$ cat src/rtl/to_lower_stream_pkg.sv
// Shared ASCII case constants and the character entry type for the case-conversion stream blocks.
// The to-upper path reuses the same constants (range 97..122, mask ~ASCII_CASE_BIT).
package to_lower_stream_pkg;

  localparam logic [7:0] ASCII_UPPER_A  = 8'd65;
  localparam logic [7:0] ASCII_UPPER_Z  = 8'd90;
  localparam logic [7:0] ASCII_CASE_BIT = 8'h20;

  typedef struct packed {
    logic       last;
    logic [7:0] data;
  } char_entry_t;

  localparam int ENTRY_W = $bits(char_entry_t);

  function automatic logic is_upper(input logic [7:0] c);
    return (c >= ASCII_UPPER_A) && (c <= ASCII_UPPER_Z);
  endfunction

  function automatic logic [7:0] to_lower(input logic [7:0] c);
    return is_upper(c) ? (c | ASCII_CASE_BIT) : c;
  endfunction

endpackage

$ cat src/rtl/to_lower_stream_fifo.sv
// case_sync_fifo: generic DEPTH x WIDTH synchronous FIFO with extra-MSB pointers for full/empty.
// Writes while full and reads while empty are ignored.
module case_sync_fifo #(
  parameter int DEPTH = 2,
  parameter int WIDTH = 9
) (
  input  logic             clk,
  input  logic             rst,
  input  logic             wr_en,
  input  logic [WIDTH-1:0] wr_data,
  output logic             full,
  input  logic             rd_en,
  output logic [WIDTH-1:0] rd_data,
  output logic             empty
);

  localparam int AW = $clog2(DEPTH);

  logic [AW:0]      wr_ptr;
  logic [AW:0]      rd_ptr;
  logic [WIDTH-1:0] mem [DEPTH];
  logic             do_wr;
  logic             do_rd;

  assign full    = (wr_ptr[AW] != rd_ptr[AW]) && (wr_ptr[AW-1:0] == rd_ptr[AW-1:0]);
  assign empty   = (wr_ptr == rd_ptr);
  assign do_wr   = wr_en && !full;
  assign do_rd   = rd_en && !empty;
  assign rd_data = mem[rd_ptr[AW-1:0]];

  // NOTE: state uses non-blocking assignments so every register samples pre-edge values.
  always_ff @(posedge clk) begin
    if (rst) begin
      wr_ptr <= '0;
      rd_ptr <= '0;
    end else begin
      if (do_wr) wr_ptr <= wr_ptr + 1'b1;
      if (do_rd) rd_ptr <= rd_ptr + 1'b1;
    end
  end

  // NOTE: storage is deliberately not reset; the pointers alone define which entries are live.
  always_ff @(posedge clk) begin
    if (do_wr) mem[wr_ptr[AW-1:0]] <= wr_data;
  end

endmodule

$ cat src/rtl/to_lower_stream.sv
// Streaming ASCII upper-to-lower converter: converts at push, buffers in a small FIFO,
// and keeps saturating byte/conversion counters plus a frame-complete pulse.
module to_lower_stream
  import to_lower_stream_pkg::*;
#(
  parameter int DEPTH = 2,
  parameter int CNT_W = 16
) (
  input  logic             clk,
  input  logic             rst,
  input  logic [7:0]       in_data,
  input  logic             in_last,
  input  logic             in_valid,
  output logic             in_ready,
  output logic [7:0]       out_data,
  output logic             out_last,
  output logic             out_valid,
  input  logic             out_ready,
  input  logic             cnt_clr,
  output logic [CNT_W-1:0] byte_cnt,
  output logic [CNT_W-1:0] conv_cnt,
  output logic             frame_done
);

  localparam logic [CNT_W-1:0] CNT_MAX = '1;

  char_entry_t wr_entry;
  char_entry_t rd_entry;
  logic        full;
  logic        empty;
  logic        push;
  logic        pop;

  // in_ready comes from registered pointers only, so out_ready never reaches it.
  assign in_ready  = !full;
  assign out_valid = !empty;
  assign push      = in_valid && in_ready;
  assign pop       = out_valid && out_ready;

  assign wr_entry  = '{last: in_last, data: to_lower(in_data)};
  assign out_data  = rd_entry.data;
  assign out_last  = rd_entry.last;

  case_sync_fifo #(
    .DEPTH (DEPTH),
    .WIDTH (ENTRY_W)
  ) u_fifo (
    .clk     (clk),
    .rst     (rst),
    .wr_en   (push),
    .wr_data (wr_entry),
    .full    (full),
    .rd_en   (pop),
    .rd_data (rd_entry),
    .empty   (empty)
  );

  // A clear wins over a same-cycle push; that push is simply not counted.
  always_ff @(posedge clk) begin
    if (rst || cnt_clr) begin
      byte_cnt <= '0;
      conv_cnt <= '0;
    end else if (push) begin
      if (byte_cnt != CNT_MAX) byte_cnt <= byte_cnt + 1'b1;
      if (is_upper(in_data) && (conv_cnt != CNT_MAX)) conv_cnt <= conv_cnt + 1'b1;
    end
  end

  always_ff @(posedge clk) begin
    if (rst) frame_done <= 1'b0;
    else     frame_done <= pop && rd_entry.last;
  end

endmodule

$ cat config.mk
export PLATFORM = sky130hd
export DESIGN_NAME = to_lower_stream
export DESIGN_NICKNAME = d
export VERILOG_FILES = /design/src/rtl/to_lower_stream_pkg.sv /design/src/rtl/to_lower_stream_fifo.sv /design/src/rtl/to_lower_stream.sv
export SDC_FILE = /design/constraint.sdc
export NUM_CORES = 1
export LEC_CHECK = 0
export CAP_MARGIN = 30
export CORE_UTILIZATION = 50
export DETAILED_ROUTE_END_ITERATION = 12
export PLACE_DENSITY = 0.78
export SYNTH_ARGS = -nofsm -noshare
export SYNTH_HDL_FRONTEND = slang
export SYNTH_SLANG_ARGS = --single-unit
$ cat constraint.sdc
create_clock -name clk -period 2.83 [get_ports clk]
set_input_delay 0.566 -clock clk [delete_from_list [all_inputs] [get_ports clk]]
set_output_delay 0.566 -clock clk [all_outputs]
set_load 0.05 [all_outputs]
# [Yosys cells after proc, flatten, opt, wreduce, memory -nomap -nowiden]
# Memory sizes are Yosys's and may differ from the RTL's. A register that Yosys moved wholly into a read port is not among the register bits.
# Index checks and enable logic that the tools add are counted.
[word_totals] register_bits=37 latch_bits=0 ramBits=18 romBits=0 elab_cells=35 n_memories=1
[mem_list] name="u_fifo.mem" words=2 width=9 read_ports=1 rd_clocked_by_memory_dff=1 write_ports=1 line_no="to_lower_stream_fifo.sv:21" text="logic [WIDTH-1:0] mem [DEPTH];"
[op_classes] add_sub_neg=4 mul=0 n_div=0 magnitude_cmp=2 n_eq_ne=5 shift=0 mux=5 n_bitwise=0 n_reduce_logical=13
[op_table] op="adder 16 x 1 -> 16 bit, second input constant" count=2
[op_table] op="!= test 16 bit, second input constant" count=2
[op_table] op="greater-or-equal comparator 8 x 7 -> 1 bit, second input constant" count=1
[op_table] op="less-or-equal comparator 8 x 7 -> 1 bit, second input constant" count=1
[op_table] op="logical AND 1 bit" count=8
[op_table] op="2-to-1 mux 6 bit" count=1
[op_table] op="adder 2 x 1 -> 2 bit, second input constant" count=2
[op_table] op="2-to-1 mux 1 bit" count=4
[op_table] op="AND reduction 2 bit" count=2
[op_table] op="== test 2 bit" count=1
[op_table] op="logical NOT 1 bit" count=2
[op_table] op="== test 1 bit" count=1
[op_table] op="logical OR 1 bit" count=1
[op_table] op="!= test 1 bit" count=1

# [Longest topological paths before layout]
[depth] depth_word=7 mapped_depth=8 ltp_nobuf=6

# [Hierarchy]
# A second synthesis with hierarchy kept.
[unflattened] hier_cells=271 hier_area_um2=2697.6
[by_module_without_submodules] mod="to_lower_stream" instances=1 cells_each=210 area_each_um2=1766.7 seq_area_each_um2=660.6
[by_module_without_submodules] mod="case_sync_fifo" instances=1 cells_each=61 area_each_um2=930.9 seq_area_each_um2=640.6

# [Least setup slack after synthesis]
# OpenSTA, ideal clock, no wires.
[synth_path] path_type="reg-to-reg" start="register conv_cnt[0]" end="register conv_cnt[2]" setup_time_ps=116 t_arrival_ps=2210 required_time_ps=2714 slack_ps=504 path_stages_with_launch=7 synth_period_minus_slack_ps=2326 path_cell_list="dfxtp_1 ha_1 nand3_2 or4_1 and3_1 buf_2 a31o_2"
[synth_via] elab_chain_len=3 word_cells_on_any_way=4
[synth_lines] item="start, declared" line_no="to_lower_stream.sv:21" text="output logic [CNT_W-1:0] conv_cnt,"
[synth_lines] item="start signal, assigned" line_no="to_lower_stream.sv:65" text="if (is_upper(in_data) && (conv_cnt != CNT_MAX)) conv_cnt <= conv_cnt + 1'b1;"
[synth_lines] item="branches (longest 3 deep; another with adder 16 x 1 -> 16 bit)"
# Parallel ways; which one is timed is not known.
# A chain may end at the register's enable or synchronous reset.

# [Worst setup path after layout]
[layout_path] start="register u_fifo.wr_ptr[1]" end="output port in_ready"
[layout_via] elab_chain_len=3
[layout_lines] item="start, declared" line_no="to_lower_stream_fifo.sv:19" text="logic [AW:0] wr_ptr;"
[layout_lines] item="start signal, assigned" line_no="to_lower_stream_fifo.sv:37" text="if (do_wr) wr_ptr <= wr_ptr + 1'b1;"
[layout_lines] item="!= test 1 bit" line_no="to_lower_stream_fifo.sv:25" text="assign full = (wr_ptr[AW] != rd_ptr[AW]) && (wr_ptr[AW-1:0] == rd_ptr[AW-1:0]);"
[layout_lines] item="logical AND 1 bit" line_no="to_lower_stream_fifo.sv:25"
[layout_lines] item="logical NOT 1 bit" line_no="to_lower_stream.sv:35" text="assign in_ready = !full;"
[layout_lines] item="end, declared" line_no="to_lower_stream.sv:14" text="output logic in_ready,"
# Every way passes these cells.

==> qor.csv <==
stage,metric,value,unit
setup_path,r2r_slack,0.73,ns
clock_tree,cts.htree.levels,2,
yosys,synthesis.nets,269,
timing,skew,0.00523,ns
clock_tree,clk_latency,0.30,ns
setup_path,cp-endpoint,in_ready,
timing,fin_crit_sh,95.3,%
yosys,synthCells,253,
detailed_routing,viasPerCell,5.53,
setup_path,r2r_start,conv_cnt[0],
yosys,yosys_register_bits,56,
power_and_ir_drop,vdd.ir_drop.worst,0.315,mV
yosys,yosys-top-cells-area,"dfxtp_1 (30%), edfxtp_1 (21%), xnor2_1 (5.2%), mux2_2 (4.0%), nor2_1 (3.8%)",
job,cap_viol_max_count,0,
timing,worst_pin_slew,0.706,ns
layout,drive_gt1_share,9.29,%
detailed_routing,final_antenna_net_count,0,
yosys,synthDominantCellAreaShare,29.9,%
setup_path,cp_max_fo,8,
detailed_routing,dr.pass1.iters,4,
setup_path,timing.rr.end,conv_cnt[2],
die,design.portCount,58,
setup_path,path_cells,"xnor2_1, nand2b_1, clkdlybuf4s50_1",
timing,slew_violations,0,
layout,fill_cells,410,
detailed_routing,drc,0,
timing,hold_violations,0,
clock_tree,clock_path_buffers,2,
global_route,grt_max_degree,29,
detailed_routing,avgRoutedWirePerCell,13.8,um
clock_tree,post_cts_resized,0,
die,core,0.00482,sq mm
setup_path,critPathCaptureType,output pin,
global_route,grt_pass1_vias,1895,
clock_tree,hold_buffers,0,
power_and_ir_drop,power_density,539,mW/mm^2
yosys,ys_types,46,
detailed_routing,drt-total-wl,5220,um
setup_path,critPathBufInv,1,
placed_design,dpl_cell_area,0.00318,sq mm
timing,fin_setup_tns,0,ns
clock_tree,cts_buffers,5,
layout,seqCellArea,0.00130,sq mm
placed_design,port_buffers,57,
timing,hold_ws,0.518,ns
placed_design,dpl.hpwl,3690,um
setup_path,critPathRequiredTime,2.26,ns
yosys,yosysTopAreaCell,dfxtp_1,
clock_tree,clkSinkCount,56,
setup_path,arrival,2.13,ns
clock_tree,cts_root_buf,clkbuf_8,
timing,fmax,0.371,GHz
power_and_ir_drop,power.leakage,0.00102,uW
clock_tree,post_cts_buffers,0,
yosys,syn_area_per_cell,10.1,sq um
die,die-area,0.00538,sq mm
timing,rsz0062_at_grt,false,
timing,period_needed,2.70,ns
placed_design,place_congestion,0.771,
die,die_w,73.4,um
layout,syn_to_final_growth,28.2,%
timing,slew-limit-headroom,52.7,%
setup_path,start_kind,flip-flop,
global_route,grt_pass1_wl,8400,um
setup_path,critical-path-max-stage-delay,0.80,ns
setup_path,cp_slowest_cell,clkdlybuf4s50_1,
setup_path,worst-setup-path-type,reg2out,
die,rows,25,
layout,nNetsFinal,327,
detailed_routing,vias,2094,
global_route,gr-usage-all-layers,19.9,%
global_route,overflow,0,
setup_path,path_delay_family,buffers and inverters,
yosys,ys_warn_count,0,
status,outcome,"complete, no violations",
die,initial_core_util,52.9,%
setup_path,cp.depth,3,
hold_path,hold_class,reg2reg,
clock_tree,clkTransAtPathRegs,0.09,ns
die,fp.dieH,73.4,um
timing,setup_slack,0.132,ns
global_route,antenna_found_initial,0,
clock_tree,cts_tree,done,
placed_design,dp_worst_setup_slack,0.368,ns
layout,multi_input_area,0.00117,sq mm
setup_path,reg2reg_depth,5,
detailed_routing,drtIter0Drc,47,
yosys,yosysSeqAreaShare,51.1,%
setup_path,cp-startpoint,u_fifo.wr_ptr[1],
layout,design_area,0.00326,sq mm
yosys,synth_area,0.00255,sq mm
layout,insertedDiodeCount,0,
timing,finalSetupViolations,0,
power breakdown:
group	total [uW]	leakage, uW	switching [uW]	internal (uW)
clock	418	0.0000388	246	172
sequential	908	0.000475	35.8	872
combinational	431	0.000510	270	162
worst min-delay path, cell delays in order, from the launching register on:
cell,delay [ns]
dfxtp_1,0.35
nand2_1,0.06
o21ai_0,0.06
metal layers:
layer | vias to the layer above | GRT usage (%) | wire (um)
met1 | 995 | 24.6 | 2400
met2 | 41 | 35.1 | 2550
met3 | 4 | 4.94 | 232
met5 | - | 0 | 0
li1 | 1054 | - | -
met4 | 0 | 4.49 | 32
cells in the mapped netlist (all sizes together):
library cell and number:
o31ai 2, a211oi 4, buf 4, o211ai 2, a31o 2, or3 9, a311oi 1, o2111ai 1
o21ai 10, nor3b 2, o22a 1, nand2b 1, nor3 5, nand2 17, dfxtp 38, a41oi 1
edfxtp 18, o22ai 1, xor2 3, nor2b 1, mux2 9, and4 5, nor2 26, a2111oi 2
inv 7, a21oi 17, nand3b 1, ha 2, or4 4, or2 1, and3 3, o211a 2
nor4 6, xnor2 15, o21a 2, nand4 7, nand3 12, o2111a 1, a21boi 1, a21o 1
clkbuf 6
area by class of cell:
type	instances	share of cell area (%)
multi-input cells	180	35.8
clock inverters	2	0.345
inverters	7	0.805
flip-flops and latches	56	39.9
well taps	67	2.57
clock buffers	6	2.22
repair buffers	61	18.4
placed cells by master, fill, tap and decap left out, types with 3 or more instances in the layout:
master and instances:
nor4_1 6, clkbuf_8 5, or4_1 4, a211oi_1 4, or3_1 9, nor3_1 5, mux2_2 9, clkdlybuf4s50_1 57
nand4_1 7, a21oi_1 17, and4_1 5, buf_4 4, nand2_1 17, edfxtp_1 18, dfxtp_1 38, and3_1 3
nand3_1 10, inv_1 7, xnor2_1 15, o21ai_0 5, nor2_1 26, o21ai_1 5
how the worst min path moves through the flow:
stage | startpoint | to | slack, ns | cells past startpoint
4_1_cts | byte_cnt[1] | byte_cnt[1] | 0.52 | 2
2_1_floorplan | u_fifo.rd_ptr[1] | u_fifo.rd_ptr[1] | 0.50 | 2
5_1_grt | conv_cnt[7] | conv_cnt[7] | 0.55 | 2
3_5_place_dp | byte_cnt[1] | byte_cnt[1] | 0.51 | 2
3_3_place_gp | byte_cnt[1] | byte_cnt[1] | 0.50 | 2
6_report | byte_cnt[1] | byte_cnt[1] | 0.52 | 2
cell families after synthesis:
| kind of cell | Yosys count | synth area share, % |
|---|---|---|
| buffers and inverters | 17 | 3.05 |
| AND/OR/NAND/NOR | 100 | 20.7 |
| AO/OA/AOI/OAI | 51 | 13.7 |
| XOR/XNOR | 18 | 6.49 |
| adder cells (fa/ha/maj) | 2 | 0.983 |
| multiplexers | 9 | 3.98 |
| flip-flops | 56 | 51.1 |
sequential cells by signal, summed over array words and instances (netlist names), named ones only:
register,count
byte_cnt,16
conv_cnt,16
frame_done,1
u_fifo.mem,18
u_fifo.rd_ptr,2
u_fifo.wr_ptr,2
through the flow:
step / cells / utilization, % / power (uW)
final: 379 / 67.7 / 1760
after floorplan: 253 / - / 1220
after CTS: 379 / 67.7 / 1770
after global routing: 379 / 67.7 / 1830
after detailed placement: 371 / 66.0 / 1360
after global placement: 371 / 66.0 / 1350
No activity file was read; power rests on OpenSTA's default activity.
